**config.mk**
```make
export PLATFORM = sky130hd
export DESIGN_NAME = fft_inverse_butterfly
export DESIGN_NICKNAME = d
export VERILOG_FILES = /design/src/rtl/fft_inverse_butterfly.sv
export SDC_FILE = /design/constraint.sdc
export NUM_CORES = 2
export LEC_CHECK = 0
export CELL_PAD_IN_SITES_DETAIL_PLACEMENT = 1
export CELL_PAD_IN_SITES_GLOBAL_PLACEMENT = 2
export CORE_MARGIN = 5
export CORE_UTILIZATION = 45
export CTS_BUF_LIST = sky130_fd_sc_hd__clkbuf_8 sky130_fd_sc_hd__clkbuf_16
export DETAILED_ROUTE_END_ITERATION = 6
export PLACE_DENSITY = 0.95
export RECOVER_POWER = 25
export SETUP_SLACK_MARGIN = 0.4
export SLEW_MARGIN = 15
export SYNTH_ARGS = -nofsm -noshare
export SYNTH_HDL_FRONTEND = slang
export SYNTH_SLANG_ARGS = --single-unit
```
**constraint.sdc**
```tcl
create_clock -name clk -period 20.6 [get_ports clk]
set_clock_uncertainty 0.15 [all_clocks]
set_input_delay 4.12 -clock clk [delete_from_list [all_inputs] [get_ports clk]]
set_output_delay 4.12 -clock clk [all_outputs]
set_load 0.01 [all_outputs]
```
**src/rtl/fft_inverse_butterfly.sv**
```systemverilog
// Two-stage inverse (Gentleman-Sande) butterfly: x_N = y_N + y_M, x_M = (y_N - y_M) * w_N.
// Define FFT_INV_SCALE_EN to halve both results (round toward -inf) before the output register.
module fft_inverse_butterfly #(
  parameter int DATA_WIDTH = 32,
  parameter int FRAC_BITS  = 30
) (
  input  logic                         clk,
  input  logic                         rst,
  input  logic                         in_valid,
  output logic                         in_ready,
  input  logic                         in_last,
  input  logic signed [DATA_WIDTH-1:0] y_N,
  input  logic signed [DATA_WIDTH-1:0] y_M,
  input  logic signed [DATA_WIDTH-1:0] w_N,
  output logic                         out_valid,
  input  logic                         out_ready,
  output logic                         out_last,
  output logic signed [DATA_WIDTH-1:0] x_N,
  output logic signed [DATA_WIDTH-1:0] x_M,
  output logic                         ovf,
  input  logic                         ovf_clr
);

  localparam int DW = DATA_WIDTH;
  localparam int PW = 2 * DATA_WIDTH + 1;

  logic                 s1_valid;
  logic signed [DW:0]   s1_sum;
  logic signed [DW:0]   s1_diff;
  logic signed [DW-1:0] s1_w;
  logic                 s1_last;

  logic s2_free;
  logic accept;
  logic advance;

  logic signed [PW-1:0] prod;
  logic signed [PW-1:0] pm;
  logic signed [PW-1:0] pm_sel;
  logic signed [DW:0]   sum_sel;
  logic                 sum_fits;
  logic                 pm_fits;

  // in_ready is held low while reset is asserted, then opens because S1 is empty.
  assign s2_free  = !out_valid || out_ready;
  assign in_ready = !rst && (!s1_valid || s2_free);
  assign accept   = in_valid && in_ready;
  assign advance  = s1_valid && s2_free;

  always_comb begin
    prod = PW'(s1_diff) * PW'(s1_w);
    pm   = prod >>> FRAC_BITS;
`ifdef FFT_INV_SCALE_EN
    sum_sel = s1_sum >>> 1;
    pm_sel  = pm >>> 1;
`else
    sum_sel = s1_sum;
    pm_sel  = pm;
`endif
    sum_fits = (sum_sel[DW] == sum_sel[DW-1]);
    pm_fits  = (pm_sel == {{(DW+1){pm_sel[DW-1]}}, pm_sel[DW-1:0]});
  end

  always_ff @(posedge clk or posedge rst) begin
    if (rst) begin
      s1_valid <= 1'b0;
      s1_sum   <= '0;
      s1_diff  <= '0;
      s1_w     <= '0;
      s1_last  <= 1'b0;
    end else if (accept) begin
      s1_valid <= 1'b1;
      s1_sum   <= (DW+1)'(y_N) + (DW+1)'(y_M);
      s1_diff  <= (DW+1)'(y_N) - (DW+1)'(y_M);
      s1_w     <= w_N;
      s1_last  <= in_last;
    end else if (advance) begin
      s1_valid <= 1'b0;
    end
  end

  always_ff @(posedge clk or posedge rst) begin
    if (rst) begin
      out_valid <= 1'b0;
      out_last  <= 1'b0;
      x_N       <= '0;
      x_M       <= '0;
      ovf       <= 1'b0;
    end else begin
      if (advance) begin
        out_valid <= 1'b1;
        out_last  <= s1_last;
        x_N       <= sum_sel[DW-1:0];
        x_M       <= pm_sel[DW-1:0];
      end else if (out_ready) begin
        out_valid <= 1'b0;
      end
      // A fresh overflow beats a simultaneous clear.
      if (advance && !(sum_fits && pm_fits))
        ovf <= 1'b1;
      else if (ovf_clr)
        ovf <= 1'b0;
    end
  end

endmodule

```
# Word-level counts from Yosys, hierarchy flattened
# Cells that the tools add are included.
[word_totals]
register_bits = 167
out_inout_bits = 68
in_bits = 102
wordCells = 35
[classes]
muxes = 6
reduce_logical = 14
addsub = 2
multipliers = 1
eq_ne = 2
[op_table]
columns = ["op", "n"]
rows = [
  ["multiplier 33 x 32 -> 65 bit", 1],
  ["adder 32 x 32 -> 33 bit", 1],
  ["== test 33 bit", 1],
  ["subtractor 32 x 32 -> 33 bit", 1],
  ["2-to-1 mux 1 bit", 6],
  ["nonzero test 2 bit", 3],
  ["logical AND 1 bit", 5],
  ["zero test 1 bit", 4],
  ["logical OR 1 bit", 2],
  ["== test 1 bit", 1],
]

# Longest topological paths before layout
[depth]
word_depth = 6
ltp_mapped = 32
depth_no_buf = 31

# Least setup slack after synthesis
# Ideal clock, no wire load.
[synth_timing]
path_type = "input -> output"
from = "in out_ready"
to = "out in_ready"
setup_slack_ns = 11.912
arrival_ns = 4.418
path_buffers = 0
t_required_ns = 16.330
path_stages = 2
cell_sequence = "nor2b_1 -> a21oi_1"
[synth_between]
elab_chain_cells = 3
[synth_rtl]
columns = ["item", "line", "source"]
rows = [
  ["start, declared", "16", "input logic out_ready,"],
  ["logical OR 1 bit", "45", "assign s2_free = !out_valid || out_ready;"],
  ["logical OR 1 bit", "46", "assign in_ready = !rst && (!s1_valid || s2_free);"],
  ["logical AND 1 bit", "46", ""],
  ["end, declared", "10", "output logic in_ready,"],
]
# Every way passes these cells.

# Worst setup path after layout
# Same ends and word-level chain as after synthesis.

==> metrics.txt <==
# TYPE chip_impl_metric gauge
chip_impl_info{name="status",value="finished with violations"} 1
chip_impl_info{name="violations",value="capacitance limit, slew limit"} 1
chip_impl_metric{name="dieWidth",unit="microns"} 327
chip_impl_info{name="worst_hold_path_type",value="reg -> reg"} 1
chip_impl_metric{name="data_arrival_critical_path",unit="ps"} 5620
chip_impl_info{name="worstSetupStartpointType",value="input port"} 1
chip_impl_info{name="timing.critical_path.cells",value="dlygate4sd3_1 > nor2b_1 > a21oi_1 > clkdlybuf4s50_1"} 1
chip_impl_info{name="setup.worst_path.start",value="out_ready"} 1
chip_impl_metric{name="globalRouteMet2Util",unit="%"} 46.9
chip_impl_metric{name="max-slew-margin-rel",unit="%"} -302
chip_impl_metric{name="mappedNetlistArea",unit="sq mm"} 0.0452
chip_impl_metric{name="port_buffers",unit=""} 169
chip_impl_info{name="timing.critical_path.to_type",value="output port"} 1
chip_impl_metric{name="wl_per_cell",unit="microns"} 21.5
chip_impl_metric{name="synth_seq_cells",unit=""} 166
chip_impl_metric{name="antenna_found_initial",unit=""} 8
chip_impl_metric{name="core",unit="sq mm"} 0.0999
chip_impl_metric{name="die_y",unit="microns"} 327
chip_impl_info{name="regToRegStartpoint",value="s1_w[6]"} 1
chip_impl_metric{name="post_synthesis_instance_total",unit=""} 4808
chip_impl_info{name="path_class",value="in -> out"} 1
chip_impl_metric{name="synth-edff-count",unit=""} 0
chip_impl_metric{name="slew_violations",unit=""} 127
chip_impl_metric{name="reg2reg_setup_slack",unit="ps"} 11380
chip_impl_metric{name="use_met3",unit="%"} 3.47
chip_impl_metric{name="finalWeightedCongestion",unit=""} 0.882
chip_impl_metric{name="syn_to_final_growth",unit="%"} 7.65
chip_impl_metric{name="first_iter_violations",unit=""} 1553
chip_impl_metric{name="setup_viol",unit=""} 0
chip_impl_metric{name="detail_route.vias_per_cell",unit=""} 5.33
chip_impl_metric{name="drive_above_1_share",unit="%"} 4.15
chip_impl_metric{name="worst_path_clk_slew",unit="ps"} 80
chip_impl_metric{name="synth_cell_types",unit=""} 70
chip_impl_metric{name="die-area",unit="sq mm"} 0.107
chip_impl_metric{name="slowest_delay",unit="ps"} 610
chip_impl_metric{name="ys_warn_count",unit=""} 0
chip_impl_metric{name="ctsHtreeMaxLevel",unit=""} 4
chip_impl_info{name="cp_top_family",value="buffers and inverters"} 1
chip_impl_metric{name="grt_pass1_wl",unit="mm"} 212
chip_impl_metric{name="post_synth.cell_area_avg",unit="sq um"} 9.40
chip_impl_metric{name="holdPathStages",unit=""} 2
chip_impl_metric{name="nets",unit=""} 6264
chip_impl_metric{name="antenna_nets_post_route",unit=""} 0
chip_impl_info{name="most_used_dff_post_synth",value="sky130_fd_sc_hd__dfrtp_1"} 1
chip_impl_metric{name="via_count_of_the_first_global_routing_pass",unit=""} 39078
chip_impl_metric{name="post_cts_resized",unit=""} 0
chip_impl_metric{name="postCtsSetupBuffers",unit=""} 0
chip_impl_metric{name="hold_buffers",unit=""} 0
chip_impl_metric{name="placement_rows",unit=""} 116
chip_impl_info{name="unrepaired_setup_endpoints_after_global_routing",value="false"} 1
chip_impl_info{name="cts_tree",value="done"} 1
chip_impl_metric{name="grt_start_max_net_pins",unit=""} 127
chip_impl_metric{name="setup_tns",unit="ps"} 0
chip_impl_metric{name="initial_core_util",unit="%"} 45.2
chip_impl_metric{name="route.vias.total",unit=""} 32631
chip_impl_metric{name="totalWireLength",unit="mm"} 132
chip_impl_metric{name="drc_errors",unit=""} 0
chip_impl_metric{name="worstSetupPathDepth",unit=""} 4
chip_impl_metric{name="sequential_cell_area_fraction_in_the_yosys_report",unit="%"} 9.20
chip_impl_metric{name="finalCriticalPeriod",unit="ps"} 9890
chip_impl_metric{name="dpl.hpwl",unit="mm"} 103
chip_impl_metric{name="globalRouteOverflowTotal",unit=""} 0
chip_impl_metric{name="numCtsBuffers",unit=""} 17
chip_impl_metric{name="grt_use_met1",unit="%"} 30.0
chip_impl_metric{name="worstMarginPinSlew",unit="ps"} 6000
chip_impl_metric{name="final-hold-violation-count",unit=""} 0
chip_impl_info{name="cts_root_buffer",value="sky130_fd_sc_hd__clkbuf_16"} 1
chip_impl_metric{name="cts-root-to-sink-buffers",unit=""} 2
chip_impl_metric{name="postSynthNetCount",unit=""} 6269
chip_impl_metric{name="cts.sinks",unit=""} 166
chip_impl_info{name="busiest_layer",value="met2"} 1
chip_impl_metric{name="cp.buffers_inverters",unit=""} 2
chip_impl_metric{name="fmax",unit="GHz"} 0.101
chip_impl_info{name="crit_path_end",value="in_ready"} 1
chip_impl_metric{name="asyncSetResetFlopFracSynth",unit="%"} 100
chip_impl_metric{name="required",unit="ps"} 16330
chip_impl_metric{name="boundaryPins",unit=""} 170
chip_impl_metric{name="fin_hold_ws",unit="ps"} 332
chip_impl_metric{name="ff2ff_path_depth",unit=""} 24
chip_impl_metric{name="final.fill_count",unit=""} 11371
chip_impl_info{name="endpoint_of_the_lowest_slack_register_to_register_path",value="x_M[27]"} 1
chip_impl_metric{name="max_cap_violations",unit=""} 1
chip_impl_metric{name="grt_util_all_layers",unit="%"} 25.6
chip_impl_metric{name="fin_crit_sh",unit="%"} 48.0
chip_impl_metric{name="clock_latency",unit="ps"} 530
chip_impl_metric{name="worst-path-max-fanout",unit=""} 2
chip_impl_metric{name="dr.pass1.iters",unit=""} 5
chip_impl_info{name="slowest_stage",value="sky130_fd_sc_hd__clkdlybuf4s50_1"} 1
==> logic make-up after synthesis <==
kind of cell,count (synthesis),share of synthesized area (%)
multiplexers,71,1.77
buffers and inverters,1415,11.8
AO/OA/AOI/OAI,344,4.76
flip-flops,166,9.20
XOR/XNOR,98,1.92
AND/OR/NAND/NOR,1355,14.5
adder cells (fa/ha/maj),1359,56.1
==> through the flow <==
step | setup WS (ps) | util [%] | area, sq um | instances
6_report | 10710 | 48.7 | 48600 | 6118
2_1_floorplan | 11840 | - | 45200 | 4808
3_5_place_dp | 10780 | 48.1 | 48000 | 6082
5_1_grt | 10400 | 48.7 | 48600 | 6115
4_1_cts | 10760 | 48.7 | 48600 | 6114
3_3_place_gp | 10760 | 48.1 | 48000 | 6082
==> how the worst min path moves through the flow <==
stage | startpoint | to | slack (ps)
6_report | s1_diff[12] | s1_diff[12] | 330
5_1_grt | x_M[2] | x_M[2] | 360
4_1_cts | s1_diff[15] | s1_diff[15] | 340
3_5_place_dp | s1_diff[15] | s1_diff[15] | 320
3_3_place_gp | s1_diff[17] | s1_diff[17] | 310
2_1_floorplan | s1_sum[10] | s1_sum[10] | 300
==> cell usage after synthesis, drive strengths merged, types with 4 or more instances <==
cell type | number | area share [%]
ha | 246 | 6.8
mux2 | 70 | 1.7
xor2 | 23 | 0.45
a31o | 4 | 0.097
inv | 1167 | 9.7
nor3 | 21 | 0.23
buf | 8 | 0.072
nand2b | 17 | 0.25
a31oi | 12 | 0.17
a211oi | 13 | 0.27
o21bai | 19 | 0.32
nand3 | 16 | 0.18
and4 | 4 | 0.078
o21ai | 117 | 1.3
clkbuf | 238 | 2.0
or2 | 6 | 0.083
nor2 | 96 | 0.80
dfrtp | 166 | 9.2
a211o | 5 | 0.097
o31ai | 16 | 0.27
and2 | 471 | 6.5
nor4 | 6 | 0.083
xnor2 | 75 | 1.5
or3 | 7 | 0.097
o21a | 4 | 0.066
nor2b | 11 | 0.15
nand2 | 677 | 5.6
nand4 | 9 | 0.12
a21o | 31 | 0.52
a21oi | 96 | 1.1
fa | 1113 | 49
o311ai | 4 | 0.12
and3 | 6 | 0.083
==> layout by cell type, fill, tap and decap left out, drive strengths merged, types with 13 or more instances in the layout <==
cell,Yosys,layout
o21bai,19,19
nand2,677,677
o21ai,117,117
nand2b,17,17
nor3,21,21
o31ai,16,16
ha,246,246
a21o,31,31
a211oi,13,13
mux2,70,70
dfrtp,166,166
clkdlybuf4s50,0,167
clkbuf,238,17
fa,1113,1113
inv,1167,1176
buf,8,53
xnor2,75,75
xor2,23,23
a21oi,96,96
nand3,16,16
and2,471,471
nor2,96,96
==> sequential cells by signal, summed over array words and instances, names as in the netlist <==
| signal | cells |
|---|---|
| out_last | 1 |
| out_valid | 1 |
| ovf | 1 |
| s1_diff | 32 |
| s1_last | 1 |
| s1_sum | 33 |
| s1_valid | 1 |
| s1_w | 32 |
| x_M | 32 |
| x_N | 32 |
==> cell type report <==
cell class | count | area [sq um] | area share [%]
Multi-Input combinational cell | 3227 | 35700 | 73.5
Inverter | 1169 | 4390 | 9.03
Sequential cell | 166 | 4180 | 8.60
Timing Repair Buffer | 222 | 2090 | 4.30
Tap cell | 1298 | 1620 | 3.34
Clock buffer | 17 | 425 | 0.875
Clock inverter | 15 | 190 | 0.391
Antenna cell | 4 | 10.0 | 0.0206
==> routing by layer <==
layer / routed length [microns] / vias to the layer above
li1: - / 13890
met1: 48200 / 17482
met2: 70300 / 947
met3: 6910 / 308
met4: 6450 / 4
met5: 34 / -
==> tightest hold or removal path, stage by stage, from the launching register on <==
cell	delay, ps
sky130_fd_sc_hd__dfrtp_1	350
sky130_fd_sc_hd__nand2_1	50
sky130_fd_sc_hd__o41ai_1	50
Power is left out: the tool's default activity adds up to more than one toggle a clock period on the data nets, which glitch-free logic cannot reach.
